## config.mk

```make
export PLATFORM = sky130hd
export DESIGN_NAME = div_result_buffer
export DESIGN_NICKNAME = d
export VERILOG_FILES = /design/src/rtl/div_result_buffer.sv
export SDC_FILE = /design/constraint.sdc
export NUM_CORES = 1
export LEC_CHECK = 0
export BUFFER_PORTS_ARGS = -buffer_cell sky130_fd_sc_hd__buf_2
export CELL_PAD_IN_SITES_DETAIL_PLACEMENT = 1
export CELL_PAD_IN_SITES_GLOBAL_PLACEMENT = 1
export CORE_MARGIN = 10
export CORE_UTILIZATION = 52
export DETAILED_ROUTE_END_ITERATION = 8
export PLACE_DENSITY = 0.88
export SLEW_MARGIN = 20
export SYNTH_ARGS = -nofsm -noshare
export SYNTH_HDL_FRONTEND = slang
export SYNTH_SLANG_ARGS = --single-unit
```

## constraint.sdc

```tcl
create_clock -name clk -period 6.2 [get_ports clk]
set_input_delay 0.93 -clock clk [delete_from_list [all_inputs] [get_ports clk]]
set_output_delay 0.93 -clock clk [all_outputs]
set_load 0.05 [all_outputs]
```

## src/rtl/div_result_buffer.sv

```systemverilog
// div_result_buffer: captures every unstallable divider result into a small
// FIFO and re-presents it on a ready/valid interface. Tags divide-by-zero
// results, raises a sticky overflow flag on drops and provides an issue
// permit for the upstream divider handshake.
// Optional feature: define DIV_RES_DROP_CNT_EN to build the saturating
// drop counter; otherwise o_drop_count is tied to zero.
module div_result_buffer #(
  parameter int DEPTH = 4,
  parameter int WIDTH = 32
) (
  input  logic             clk,
  input  logic             reset,
  input  logic             i_valid,
  input  logic [WIDTH-1:0] i_payload_1,
  input  logic [WIDTH-1:0] i_payload_2,
  output logic             o_issue_ok,
  input  logic             o_ready,
  output logic             o_valid,
  output logic [WIDTH-1:0] o_payload_quotient,
  output logic [WIDTH-1:0] o_payload_remainder,
  output logic             o_payload_divzero,
  output logic             o_overflow,
  output logic [7:0]       o_drop_count
);

  localparam int AW = $clog2(DEPTH);
  localparam int CW = AW + 1;
  localparam logic [CW-1:0] FULL      = CW'(DEPTH);
  localparam logic [CW-1:0] ISSUE_MAX = CW'(DEPTH - 2);

  // The divider encodes divide-by-zero as an all-ones quotient/remainder pair
  function automatic logic is_divzero(input logic [WIDTH-1:0] q,
                                      input logic [WIDTH-1:0] r);
    return (&q) && (&r);
  endfunction

  logic [WIDTH-1:0] quot_mem [DEPTH];
  logic [WIDTH-1:0] rem_mem  [DEPTH];
  logic             dz_mem   [DEPTH];
  logic [AW-1:0]    wr_ptr;
  logic [AW-1:0]    rd_ptr;
  logic [CW-1:0]    count;
  logic             push;
  logic             pop;
  logic             drop;

  // A full FIFO still accepts a result when the head leaves in the same cycle
  always_comb begin
    pop  = o_valid && o_ready;
    push = i_valid && ((count != FULL) || pop);
    drop = i_valid && (count == FULL) && !pop;
  end

  assign o_valid             = (count != '0);
  assign o_issue_ok          = (count <= ISSUE_MAX);
  assign o_payload_quotient  = quot_mem[rd_ptr];
  assign o_payload_remainder = rem_mem[rd_ptr];
  assign o_payload_divzero   = dz_mem[rd_ptr];

  // Pointer and occupancy bookkeeping; pointers wrap naturally at DEPTH
  always_ff @(posedge clk or negedge reset) begin
    if (!reset) begin
      wr_ptr <= '0;
      rd_ptr <= '0;
      count  <= '0;
    end else begin
      if (push) wr_ptr <= wr_ptr + 1'b1;
      if (pop)  rd_ptr <= rd_ptr + 1'b1;
      case ({push, pop})
        2'b10:   count <= count + 1'b1;
        2'b01:   count <= count - 1'b1;
        default: count <= count;
      endcase
    end
  end

  // Entry storage, cleared on reset so the head reads as zero afterwards
  always_ff @(posedge clk or negedge reset) begin
    if (!reset) begin
      for (int i = 0; i < DEPTH; i++) begin
        quot_mem[i] <= '0;
        rem_mem[i]  <= '0;
        dz_mem[i]   <= 1'b0;
      end
    end else if (push) begin
      quot_mem[wr_ptr] <= i_payload_1;
      rem_mem[wr_ptr]  <= i_payload_2;
      dz_mem[wr_ptr]   <= is_divzero(i_payload_1, i_payload_2);
    end
  end

  // Sticky overflow: any dropped result is remembered until reset
  always_ff @(posedge clk or negedge reset) begin
    if (!reset)    o_overflow <= 1'b0;
    else if (drop) o_overflow <= 1'b1;
  end

`ifdef DIV_RES_DROP_CNT_EN
  // Counter holds at its maximum rather than wrapping
  function automatic logic [7:0] sat_inc8(input logic [7:0] v);
    return (v == 8'hFF) ? v : v + 8'd1;
  endfunction

  // Saturating count of dropped results
  always_ff @(posedge clk or negedge reset) begin
    if (!reset)    o_drop_count <= 8'd0;
    else if (drop) o_drop_count <= sat_inc8(o_drop_count);
  end
`else
  assign o_drop_count = 8'd0;
`endif

endmodule

```

==> metrics.txt, run 1 <==
Layout Skew=16.5 ps; mean post-synth cell area=18.0 um^2; required time of the critical path=5270 ps; Routed Antenna Nets=0; Slew HR=0.275; # IOs=144; WL/cell=25.4 um; Mapped Area=12700 um^2; Top Layer Used=met5; H-tree lvl count=1; achievable frequency=253 MHz; All-Layer GR Usage=0.194; port buffer count=135; # hold bufs at CTS=0; Ant. Diodes=0; first drt pass iteration count=4; outcome=finished clean; Nets=906; Die Width=176 um; DR vias=6740; Yosys cell types=28; setup TNS=0 ps; clock tree root buffer cell=clkbuf_16; clock tree buffer depth=3; Post-CTS Setup Bufs=0; pin count of the biggest net entering global routing=153; hold crit path type=input port to asynchronous set/reset pin; Clk pin slew, worst setup/hold paths=60 ps; total core area=24200 um^2; clk_lat worst skew=540 ps; Syn. warnings=0; register bit total from synthesis=268; GRT Residual Overflow=0; crit path kind=flip-flop to primary output; synthesis-to-finish area growth=12.7%; minimum clock period=3950 ps; critical path startpoint category=flip-flop; Final period util=0.637; final slew viol count=0; vias per cell=5.73; met2 WL=15300 um; Post-DP HPWL=18600 um; Worst EP arrival=3020 ps; Layout Utilization=0.592; initial DRC count=446; FILL cells=2202; first-pass GRT wire length=47700 um; worst-path fanout max=48; critical path endpoint category=primary output; WL met3=1390 um; initial core utilization=0.525; Cell Rows=57; unrepaired setup endpoints after global routing=no; Syn Inst Count=705; Routed met1 length=12800 um; setup violators final=0; TritonCTS buffer count=29; Worst-Margin Slew=1090 ps; CTS tree=done; Seq/Total Area, Yosys=0.528; gpl congestion=0.751; drt total wl=29900 um; share of layout cells above drive strength 1=0.605; final hold vios=0; hold slack=440 ps; Die H=176 um; vias in the first global route=7864; Residual DRC=0; max capacitance violation total=0; Sink Count=268; die area=31100 um^2; Resized cells post-CTS=0; initial antenna violation count=2
## logic make-up after synthesis
family | count (synthesis) | share of synthesized area
compound gates | 7 | 0.00296
fa+ha+maj | 6 | 0.00651
other cells | 1 | 0.000295
buf+inv | 59 | 0.0491
simple gates | 36 | 0.0205
flops | 268 | 0.528
xor+xnor | 6 | 0.00414
mux | 322 | 0.388
## placed cells by master (no fill, tap or decap), types with 6 or more instances in the layout
cell,n
nand4_1,17
dfrtp_1,266
clkbuf_8,7
mux2_2,104
clkbuf_16,29
mux4_2,65
mux2_4,152
inv_1,7
buf_2,134
conb_1,8
nand2_1,6
## metal layers
metal  track usage  vias to the layer above
met5             0                        -
met1         0.253                     3708
li1              -                     2862
met2         0.332                      129
met4        0.0389                        4
met3        0.0372                       37
## cells in the mapped netlist (all sizes together)
| library cell | number | area [um^2] |
|---|---|---|
| a21oi | 1 | 5.00 |
| and2 | 2 | 12.5 |
| buf | 47 | 578 |
| clkbuf | 5 | 18.8 |
| conb | 1 | 3.75 |
| dfrtp | 268 | 6710 |
| fa | 1 | 20.0 |
| ha | 5 | 62.6 |
| inv | 7 | 26.3 |
| mux2 | 256 | 3450 |
| mux2i | 1 | 10.0 |
| mux4 | 65 | 1460 |
| nand2 | 6 | 22.5 |
| nand3 | 4 | 70.1 |
| nand4 | 17 | 106 |
| nor2 | 1 | 3.75 |
| nor4 | 4 | 25.0 |
| o21ai | 5 | 25.0 |
| o21bai | 1 | 7.51 |
| or3 | 1 | 6.26 |
| or4b | 1 | 13.8 |
| xnor2 | 3 | 26.3 |
| xor2 | 3 | 26.3 |
## sequential cells by signal (all words and copies together), names as in the netlist
name / count
o_overflow: 1
dz_mem: 4
quot_mem: 128
rem_mem: 128
count: 3
rd_ptr: 2
wr_ptr: 2
## layout make-up
class                   instances  area, um^2  share of cell area
clock inverters                11         188              0.0131
clock buffers                  41         841              0.0588
multi-input cells             385        5390               0.377
flip-flops and latches        268        6710               0.469
repair buffers                141         743              0.0519
well taps                     324         405              0.0283
inverters                       7        26.3             0.00184
## worst max-delay path: stages, from the launching register on
cell     delay, ps
dfrtp_4       1070
buf_4          550
mux4_2         580
buf_2          230
## worst paths after layout
path	slack, ps	endpoint	depth (start not counted)	startpoint
worst max register to register	3340	quot_mem[116]	4	count[1]
worst min register to register	500	rem_mem[57]	1	rem_mem[57]
max in group asynchronous	4370	rd_ptr[1]	2	reset
worst min-delay path	440	rem_mem[76]	1	reset
min in group clk	500	rem_mem[57]	1	rem_mem[57]
worst max-delay path	2250	o_payload_quotient[10]	3	rd_ptr[0]
## per-stage QoR
| stage | cell area [um^2] | setup slack [ps] | std cells |
|---|---|---|---|
| floorplan | 12700 | 3360 | 712 |
| global placement | 13300 | 2690 | 1125 |
| detailed placement | 13300 | 2690 | 1125 |
| CTS | 14300 | 2110 | 1177 |
| global route | 14300 | 2010 | 1177 |
| finish | 14300 | 2250 | 1177 |
Power of run 1 is left out: the tool's default activity adds up to more than one toggle a clock period on the data nets, which glitch-free logic cannot reach.
==> inputs of run 2 (changes only) <==
--- a/config.mk
+++ b/config.mk
@@ -9,9 +9,9 @@
 export CELL_PAD_IN_SITES_DETAIL_PLACEMENT = 1
 export CELL_PAD_IN_SITES_GLOBAL_PLACEMENT = 1
 export CORE_MARGIN = 10
-export CORE_UTILIZATION = 52
+export CORE_UTILIZATION = 45
 export DETAILED_ROUTE_END_ITERATION = 8
-export PLACE_DENSITY = 0.88
+export PLACE_DENSITY = 0.82
 export SLEW_MARGIN = 20
 export SYNTH_ARGS = -nofsm -noshare
 export SYNTH_HDL_FRONTEND = slang
==> constraint.sdc (replaced) <==
create_clock -name clk -period 3.6 [get_ports clk]
set_input_delay 0.54 -clock clk [delete_from_list [all_inputs] [get_ports clk]]
set_output_delay 0.54 -clock clk [all_outputs]
set_load 0.05 [all_outputs]
==> metrics.txt, run 2 (synthesis gave the netlist of run 1 again) <==
final slew viol count=0 (unchanged); WL/cell=23.8 um (-6.3%); CP cell instances=buf_4, mux4_2, buf_2; clock tree root buffer cell=clkbuf_16; TritonCTS buffer count=29 (unchanged); initial antenna violation count=2 (unchanged); first-pass GRT wire length=47400 um (-0.61%); Worst Hold Depth=2; worst-path fanout max=17 (-65%); Final period util=0.816; Hold EP=rem_mem[3]; first drt pass iteration count=4 (unchanged); Die Width=188 um (+6.6%); port buffer count=135 (unchanged); Ant. Diodes=0 (unchanged); Critical Path Start=rd_ptr[0]; unrepaired setup endpoints after global routing=no; H-tree lvl count=1 (unchanged); Routed Antenna Nets=0 (unchanged); outcome=finished clean; Slowest-stage cell, CP=dfrtp_4; clk_lat worst skew=540 ps (about the same); GRT Residual Overflow=0 (unchanged); Nets=916 (+1.1%); Regs by FF count=quot_mem: 128 flops, rem_mem: 128 flops, dz_mem: 4 flops; R2R setup slack=1120 ps (-2220 ps); Post-DP HPWL=19300 um (+4.0%); hold crit path type=input port to flip-flop; die area=35300 um^2 (+14%); vias in the first global route=7963 (+1.3%); All-Layer GR Usage=0.167 (-0.0272); vias per cell=5.38 (-6.1%); DR vias=6681 (-0.88%); commonest non-fill, non-tap cell in the layout=dfrtp_1; Slew HR=0.470 (+0.195); worst path buffer plus inverter count=2 (unchanged); max capacitance violation total=0 (unchanged); Crit path max-delay family=buffers and inverters; required time of the critical path=3060 ps (-2210 ps); reg2reg end=count[2]; Resized cells post-CTS=0 (unchanged); Cell Rows=61 (+7.0%); setup violators final=0 (unchanged); r2r worst-path depth=9 (+5); clock tree buffer depth=3 (unchanged); critical path startpoint category=flip-flop; initial DRC count=318 (-29%); setup TNS=0 ps (unchanged); minimum clock period=2940 ps; Clk pin slew, worst setup/hold paths=60 ps (about the same); max incr delay on CP=600 ps (-470 ps); commonest cells after routing, fill and taps aside=266 x dfrtp_1, 152 x mux2_4, 134 x buf_2, 104 x mux2_2, 65 x mux4_2; Worst EP arrival=2400 ps (-620 ps); Die H=188 um (+6.6%); area of the multi-input gates=5390 um^2 (unchanged); Worst-Margin Slew=788 ps (-299 ps); # IOs=144 (unchanged); worst hold path startpoint=i_payload_2[3]; final hold vios=0 (unchanged); critical path endpoint category=primary output; initial core utilization=0.457 (-0.0681); share of layout cells above drive strength 1=0.613 (+0.00850); crit path kind=flip-flop to primary output; register area=6710 um^2 (unchanged); FF-to-FF Start=count[1]; pin count of the biggest net entering global routing=82 (-46%); total core area=27800 um^2 (+15%); Sink Count=268 (unchanged); # hold bufs at CTS=1 (+1); Post-CTS Setup Bufs=0 (unchanged); Layout Skew=5.91 ps (-10.6 ps); FILL cells=2670 (+21%); drt total wl=29500 um (-1.2%); achievable frequency=340 MHz; gpl congestion=0.748 (-0.49%); CTS tree=done; synthesis-to-finish area growth=14.4%; Residual DRC=0 (unchanged)
## run 2: worst max-delay path by stage
stage                        endpoint  slack (ps)  depth (start not counted)
4_1_cts        o_payload_quotient[22]         570                          3
3_3_place_gp                 count[2]        1010                         10
2_1_floorplan                count[2]        1150                         10
5_1_grt        o_payload_quotient[22]         530                          3
3_5_place_dp                 count[2]         940                         10
6_report       o_payload_quotient[22]         660                          3
## run 2: layout make-up
class | count | share of cell area
multi-input cells | 385 | 0.371
well taps | 378 | 0.0326
inverters | 7 | 0.00181
repair buffers | 151 | 0.0617
clock inverters | 15 | 0.0124
clock buffers | 38 | 0.0578
flip-flops and latches | 268 | 0.462
## run 2: metrics by stage
step,cells,hold WS (ps),instance area [um^2],utilization,setup WS (ps)
finish,1242,300,14500,0.523,661
global route,1242,291,14500,0.523,528
CTS,1242,277,14500,0.523,573
detailed placement,1188,456,13500,0.486,936
global placement,1188,460,13500,0.486,1010
floorplan,712,244,12700,-,1150
## run 2: metal layers
layer | wire (um) | global-route usage | vias to the layer above
li1 | - | - | 2900
met1 | 13000 | 0.214 | 3619
met2 | 14800 | 0.287 | 122
met3 | 1290 | 0.0328 | 36
met4 | 477 | 0.0366 | 4
met5 | 27 | 0 | -
Power of run 2 is left out for the same reason.
